## config.mk

```make
export PLATFORM = sky130hd
export DESIGN_NAME = cart_bus_arbiter
export DESIGN_NICKNAME = d
export VERILOG_FILES = /design/src/rtl/cart_bus_arbiter.sv
export SDC_FILE = /design/constraint.sdc
export NUM_CORES = 1
export LEC_CHECK = 0
export BUFFER_PORTS_ARGS = -buffer_cell sky130_fd_sc_hd__buf_2
export CAP_MARGIN = 20
export CORE_MARGIN = 8
export CORE_UTILIZATION = 50
export CTS_CLUSTER_DIAMETER = 100
export DETAILED_ROUTE_END_ITERATION = 10
export GPL_TIMING_DRIVEN = 0
export MAX_ROUTING_LAYER = met4
export PLACE_DENSITY = 0.74
export SETUP_SLACK_MARGIN = 0.2
export SLEW_MARGIN = 20
export SYNTH_ARGS = -nofsm -noshare
export SYNTH_HDL_FRONTEND = slang
export SYNTH_SLANG_ARGS = --single-unit
```

## constraint.sdc

```tcl
create_clock -name CLK -period 4.6 [get_ports CLK]
set_input_delay 0.23 -clock CLK [delete_from_list [all_inputs] [get_ports CLK]]
set_output_delay 0.23 -clock CLK [all_outputs]
set_load 0.01 [all_outputs]
```

## src/rtl/cart_bus_arbiter.sv

```systemverilog
// Cartridge bus arbiter: parks the Game Boy in reset, lends the ROM/RAM bus to the loader
// port and times each strobe. Define ARB_TIMEOUT_EN to force release of an idle grant.
module cart_bus_arbiter #(
  parameter int unsigned SETTLE_CYC  = 16,
  parameter int unsigned PULSE_CYC   = 4,
  parameter int unsigned TIMEOUT_CYC = 1024
) (
  input  logic        CLK,
  input  logic        RST,
  output logic        GB_RST,
  input  logic        LD_REQ,
  output logic        LD_GNT,
  input  logic        LD_STB,
  input  logic        LD_WE,
  input  logic        LD_SEL,
  input  logic [22:0] LD_ADDR,
  input  logic [7:0]  LD_WDATA,
  output logic [7:0]  LD_RDATA,
  output logic        LD_DONE,
  output logic        MEM_SEL,
  output logic [22:0] MEM_A,
  output logic [7:0]  MEM_DO,
  output logic        MEM_DOE,
  input  logic [7:0]  MEM_DI,
  output logic        MEM_ROM_CS_N,
  output logic        MEM_RAM_CS_N,
  output logic        MEM_WE_N,
  output logic        MEM_OE_N
);

  typedef enum logic [2:0] {
    IDLE, HOLD, GRANT, SETUP, STROBE, RECOVER, RELEASE
  } state_t;

  localparam int unsigned CNT_MAX = (SETTLE_CYC > PULSE_CYC) ? SETTLE_CYC : PULSE_CYC;
  localparam int unsigned CNT_W   = $clog2(CNT_MAX + 1);
  localparam logic [CNT_W-1:0] SETTLE_LAST = CNT_W'(SETTLE_CYC - 1);
  localparam logic [CNT_W-1:0] PULSE_LAST  = CNT_W'(PULSE_CYC - 1);

  if (SETTLE_CYC == 0 || PULSE_CYC == 0 || TIMEOUT_CYC == 0) begin : g_param_check
    $error("cart_bus_arbiter: cycle parameters must be at least 1");
  end

  state_t           state, state_nxt;
  logic [CNT_W-1:0] cnt;
  logic             timeout;
  logic             req_ok;

  logic             acc_we, acc_sel;
  logic [22:0]      acc_addr;
  logic [7:0]       acc_wdata;

  logic gb_rst_nxt, gnt_nxt, done_nxt, doe_nxt, busy;
  logic rom_cs_n_nxt, ram_cs_n_nxt, we_n_nxt, oe_n_nxt;

`ifdef ARB_TIMEOUT_EN
  localparam int unsigned IDLE_W = $clog2(TIMEOUT_CYC + 1);
  localparam logic [IDLE_W-1:0] IDLE_LAST = IDLE_W'(TIMEOUT_CYC - 1);

  logic [IDLE_W-1:0] idle_cnt;
  logic              req_block;

  // After a forced release the loader must drop LD_REQ before it can start a new session.
  always_ff @(posedge CLK) begin
    if (RST) begin
      idle_cnt  <= '0;
      req_block <= 1'b0;
    end else begin
      if (state == GRANT && !LD_STB) idle_cnt <= idle_cnt + 1'b1;
      else                           idle_cnt <= '0;
      if (!LD_REQ)      req_block <= 1'b0;
      else if (timeout) req_block <= 1'b1;
    end
  end

  assign timeout = (state == GRANT) && !LD_STB && (idle_cnt == IDLE_LAST);
  assign req_ok  = LD_REQ && !req_block;
`else
  assign timeout = 1'b0;
  assign req_ok  = LD_REQ;
`endif

  // NOTE: sequential state uses <= so every flop samples the pre-edge values of the others.
  always_ff @(posedge CLK) begin
    if (RST) begin
      state <= IDLE;
      cnt   <= '0;
    end else begin
      state <= state_nxt;
      if (state_nxt != state)                     cnt <= '0;
      else if (state inside {HOLD, STROBE, RELEASE}) cnt <= cnt + 1'b1;
    end
  end

  // NOTE: payload capture registers carry no reset; they are only read after being loaded.
  always_ff @(posedge CLK) begin
    if (state == GRANT && LD_STB) begin
      acc_we    <= LD_WE;
      acc_sel   <= LD_SEL;
      acc_addr  <= LD_ADDR;
      acc_wdata <= LD_WDATA;
    end
  end

  // NOTE: every signal gets a default first so no path through the case infers a latch.
  always_comb begin
    state_nxt = state;
    case (state)
      IDLE:    if (req_ok) state_nxt = HOLD;
      HOLD: begin
        if (!LD_REQ)                 state_nxt = RELEASE;
        else if (cnt == SETTLE_LAST) state_nxt = GRANT;
      end
      GRANT: begin
        if (LD_STB)                  state_nxt = SETUP;
        else if (!LD_REQ || timeout) state_nxt = RELEASE;
      end
      SETUP:   state_nxt = STROBE;
      STROBE:  if (cnt == PULSE_LAST) state_nxt = RECOVER;
      RECOVER: state_nxt = LD_REQ ? GRANT : RELEASE;
      RELEASE: if (cnt == SETTLE_LAST) state_nxt = IDLE;
      default: state_nxt = IDLE;
    endcase

    // Outputs are decoded from the current state and registered, so they trail it by one cycle.
    busy         = state inside {SETUP, STROBE};
    gb_rst_nxt   = (state == IDLE);
    gnt_nxt      = state inside {GRANT, SETUP, STROBE, RECOVER};
    done_nxt     = (state == RECOVER);
    doe_nxt      = acc_we && (state inside {SETUP, STROBE, RECOVER});
    rom_cs_n_nxt = !(busy && !acc_sel);
    ram_cs_n_nxt = !(busy && acc_sel);
    we_n_nxt     = !(state == STROBE && acc_we);
    oe_n_nxt     = !(state == STROBE && !acc_we);
  end

  always_ff @(posedge CLK) begin
    if (RST) begin
      GB_RST       <= 1'b1;
      LD_GNT       <= 1'b0;
      LD_DONE      <= 1'b0;
      LD_RDATA     <= '0;
      MEM_SEL      <= 1'b0;
      MEM_A        <= '0;
      MEM_DO       <= '0;
      MEM_DOE      <= 1'b0;
      MEM_ROM_CS_N <= 1'b1;
      MEM_RAM_CS_N <= 1'b1;
      MEM_WE_N     <= 1'b1;
      MEM_OE_N     <= 1'b1;
    end else begin
      GB_RST       <= gb_rst_nxt;
      LD_GNT       <= gnt_nxt;
      LD_DONE      <= done_nxt;
      MEM_SEL      <= gnt_nxt;
      MEM_DOE      <= doe_nxt;
      MEM_ROM_CS_N <= rom_cs_n_nxt;
      MEM_RAM_CS_N <= ram_cs_n_nxt;
      MEM_WE_N     <= we_n_nxt;
      MEM_OE_N     <= oe_n_nxt;
      if (state == SETUP) begin
        MEM_A <= acc_addr;
        if (acc_we) MEM_DO <= acc_wdata;
      end
      // RECOVER is the last cycle MEM_OE_N is low on the pins, so MEM_DI is sampled here.
      if (state == RECOVER && !acc_we) LD_RDATA <= MEM_DI;
    end
  end

endmodule

```

* Word-level counts from Yosys, hierarchy flattened
Index checks and enable logic that the tools add are counted.
** Storage, ports and cells
- Bits in registers :: 88
- Bits of input ports :: 45
- Logic and storage cells :: 56
** Operators by class
- Add/sub/neg operators :: 1
- Eq/ne operators :: 9
- Mux-type cells :: 9
- Reduce and logical (&&, ||, !) cells :: 20
** Operators with widths (count)
- 3-bit two-way mux :: 8
- 3-bit one-hot mux with 7 select lines :: 1
- 3-bit equality test (second input constant) :: 3
- 1-bit logical AND :: 7
- 3-bit by 2-bit equality test with 1-bit output (second input constant) :: 2
- 1-bit logical NOT :: 6
- 3-bit nonzero test :: 2
- 5-bit by 1-bit adder with 5-bit output (second input constant) :: 1
- 5-bit by 2-bit equality test with 1-bit output (second input constant) :: 1
- 5-bit by 4-bit equality test with 1-bit output (second input constant) :: 1
- 4-bit nonzero test :: 1
- 3-bit by 1-bit equality test with 1-bit output (second input constant) :: 1
- 3-bit logical NOT :: 1
- 3-bit != test :: 1
- 2-bit AND reduction :: 1
- 2-bit nonzero test :: 1
- 2-bit OR reduction :: 1

* Logic depth before layout (Yosys ltp)
- Word-level depth :: 6
- Depth in mapped cells :: 7
- Gate-level depth less buffers :: 7

* Worst setup path after synthesis
No wires, ideal clock.
- Path type :: flip-flop to flip-flop
- Start :: reg state[1]
- End :: reg acc_addr[0], enable pin
- Arrival time :: 3.372 ns
- Data required time :: 4.124 ns
- Setup slack :: 0.752 ns
- Stages on the path, launching flop included :: 4
- Period minus slack after synthesis :: 3.848 ns
- Cells stage by stage :: dfxtp_1 -> buf_6 -> or2b_2 -> nor3b_1
** On the way
- Word-level cells in the longest chain between the ends :: 2
** Ends and longest elaborated chain
- start, declared :: line 44 : state_t state, state_nxt;
- start signal, assigned :: line 89 : state <= state_nxt;
- 3-bit by 2-bit equality test with 1-bit output :: line 97 : if (state == GRANT && LD_STB) begin
- 1-bit logical AND :: line 97
- end signal, assigned :: line 100 : acc_addr <= LD_ADDR;
- end, declared :: line 50 : logic [22:0] acc_addr;
Every way passes these cells.
A chain may end at the register's enable or synchronous reset.

* Worst setup path after layout
- Start :: reg cnt[0]
- End :: reg cnt[4]
** On the way
- Word-level cells in the longest chain between the ends :: 6
- Elaborated cells between the ends (all ways) :: 10
- Classes of those cells :: 1 x add/sub; 3 x eq/ne; 5 x mux; 1 x reduce/logical
** Ends and longest elaborated chain
- start, declared :: line 45 : logic [CNT_W-1:0] cnt;
- start signal, assigned :: line 91 : else if (state inside {HOLD, STROBE, RELEASE}) cnt <= cnt + 1'b1;
- 5-bit by 4-bit equality test with 1-bit output :: line 112, 121
- 3-bit two-way mux :: line 112 : else if (cnt == SETTLE_LAST) state_nxt = GRANT;
- 3-bit two-way mux :: line 111 : if (!LD_REQ) state_nxt = RELEASE;
- 3-bit one-hot mux with 7 select lines :: line 108 : case (state)
- 3-bit != test :: line 90 : if (state_nxt != state) cnt <= '0;
- 2-bit OR reduction (no line)
Parallel ways exist; a longest one is shown, timed or not.

==> run metrics <==
hold_buf cts=0; synth top area cells=dfxtp_1 (36%), edfxtp_1 (32%), nand2_1 (8.0%); Initial Utilization=52.0%; total global routing overflow=0; Clock Tree Buf Depth=2; antenna viol nets, final=0; xor/xnor cell area share of the yosys netlist=0.848%; largest net degree at the start of global routing=17; PostCTS Resize Cnt=0; share of cells above drive strength 1=32.6%; yosys warns=0; Max FO, Critical Path=5; Slew Viols, Final=0; overall routing resource usage=16.0%; critical-path cell list=ha_1 -> and3_1 -> ha_1 -> or4b_4 -> o221a_1 -> a2111o_1 -> a211oi_2; DIE HEIGHT=94.7 microns; final-report setup violation count=0; Fill cells=517; relative slew slack=51.1%; CP max-delay cell=or4b_4; clock-pin slew on the worst setup and hold paths=90 ps; die width=94.7 microns; commonest non-fill, non-tap cells in the layout=buf_2 (93), nand2_1 (66), dfxtp_1 (55), a21oi_1 (36), edfxtp_1 (33); max_cap viols=0; Crit. End Element=register; clk_skew=11.0 ps; most frequent CP cell=ha_1; leading area contributor after synthesis=dfxtp_1; RR Startpoint=cnt[0]; R2R setup slack=2260 ps; placer congestion estimate=0.789; DRC violations left=0; 1st-pass router iterations=4; initial DRC count=125; number of CTS-inserted buffers=9; Post-DP HPWL=5.01 mm; Final Hold Fails=0; crit path launch=cnt[0]; largest family of logic cells by synthesized area=simple AND/OR/NAND/NOR gates; WL/cell=14.5 microns; Mapped Area=0.00310 sq mm; Top delay family on crit path=compound AO/OA/AOI/OAI gates; main flop type after synthesis=dfxtp_1; Post-synth ARST share=0%; Die Area=0.00897 sq mm; CP Class=reg -> reg; Power Density=363 mW/mm^2; ANT cells=0; first-pass GRT wire length=10.7 mm; max frequency=428 MHz; worst hold start=LD_WDATA[5]; Yosys top cell area share=35.5%; clk sinks=88; Post-Route Setup TNS=0 ps; worst min path class=in -> reg; FF/Latch Area=0.00209 sq mm; sequential-to-total area share from yosys stat=67.5%; min Tclk post-route=2340 ps; CTS tree=built; Synth Area in Adders=0.808%; Worst Tran Pin Value=730 ps; Setup WS post-layout=2260 ps; Synth Area in Compound Gates=9.17%; Synth Instances=276; WP data required=4870 ps; # Post-CTS Setup Buffers=0; worst skew pair latency=350 ps; status=finished clean; IO buf count=92; unique cell type count in the Yosys netlist=38; WL final=6.68 mm; initial antenna violation count=0; area delta synth->final=24.5%; syn_nets=323; Final nets=429; H-tree depth=3; Worst Setup Start Kind=register; syn avg cell area=11.2 sq um; Bufs and invs on worst path=0; Final Cycle Share=50.8%; Worst Path Arrival=2610 ps; Multi-input gate area=910 sq um; vias in the first global route=2281; FP Rows=28; Ports=93; pre-CTS WS=2310 ps; number of synthesized flops with an enable pin=33; post-synthesis mux area share=2.91%; commonest non-fill, non-tap cell in the layout=buf_2; root buf cell=clkbuf_8; vias per cell=4.85; total core area=0.00596 sq mm; fraction of the mapped netlist area in simple logic gates=15.5%; Pleak=0.00155 uW; RSZ-0062 raised after global routing=no; register bit total from synthesis=88; via count=2243; VDD IR-drop max=0.294 mV; Max stage delay on crit path=500 ps
per-stage QoR:
step	std cells	total power, uW	hold WS [ps]	instance area, sq um	util (%)
floorplan	276	904	329	3100	-
global placement	443	941	406	3650	61.3
detailed placement	446	945	408	3680	61.8
CTS	462	1410	31.4	3860	64.7
global route	462	1450	33.5	3860	64.7
finish	462	1400	42.1	3860	64.7
cells by family (layout without fill, tap and decap cells):
kind of cell / after synthesis / after routing
buf+inv: 20 / 131
compound gates: 49 / 49
simple gates: 105 / 105
flops: 88 / 88
fa+ha+maj: 2 / 2
xor+xnor: 3 / 3
mux: 9 / 9
state kept, by name, summed over array words and instances, names as in the netlist:
name	cells
MEM_DO	8
state	3
MEM_A	23
acc_addr	23
MEM_OE_N	1
MEM_RAM_CS_N	1
MEM_DOE	1
MEM_SEL	1
MEM_ROM_CS_N	1
acc_sel	1
acc_we	1
LD_RDATA	8
LD_DONE	1
cnt	5
MEM_WE_N	1
GB_RST	1
acc_wdata	8
per-layer routing:
layer	global-route usage (%)	vias up	wire, microns
li1	-	1144	-
met1	17.1	1040	2810
met2	27.3	47	3430
met3	3.49	12	292
met4	8.32	0	147
met5	-	-	0
layout make-up:
cell class	count	share of cell area, %
Buffer	17	2.34
Inverter	3	0.292
Tap cell	75	2.43
Clock inverter	6	1.17
Sequential cell	88	54.3
Multi-Input combinational cell	168	23.6
Clock buffer	10	3.31
Timing Repair Buffer	95	12.6
report_power, final:
group / leakage, uW / total (uW) / internal (uW) / switching, uW
Clock: 0.0000793 / 473 / 199 / 274
Combinational: 0.000724 / 96.5 / 45.1 / 51.5
Sequential: 0.000742 / 830 / 823 / 7.05
cells in the mapped netlist (2+ instances only):
library cell and instances:
nand2_1 66, nor3b_1 4, o21ai_0 4, dfxtp_1 55, nor2_1 17, nor3_1 3
mux2i_1 9, inv_1 3, and2b_2 2, a21oi_1 36, a211oi_1 2, xor2_1 3
or2b_2 2, clkbuf_1 11, ha_1 2, buf_4 2, nand2b_1 2, edfxtp_1 33
path summary, 6_finish.rpt:
path	end	cells past startpoint
max	cnt[4]	7
min	acc_wdata[5]	1
max reg2reg	cnt[4]	7
min reg2reg	MEM_RAM_CS_N	1
Note: power is estimated with default switching activity, not from simulation.
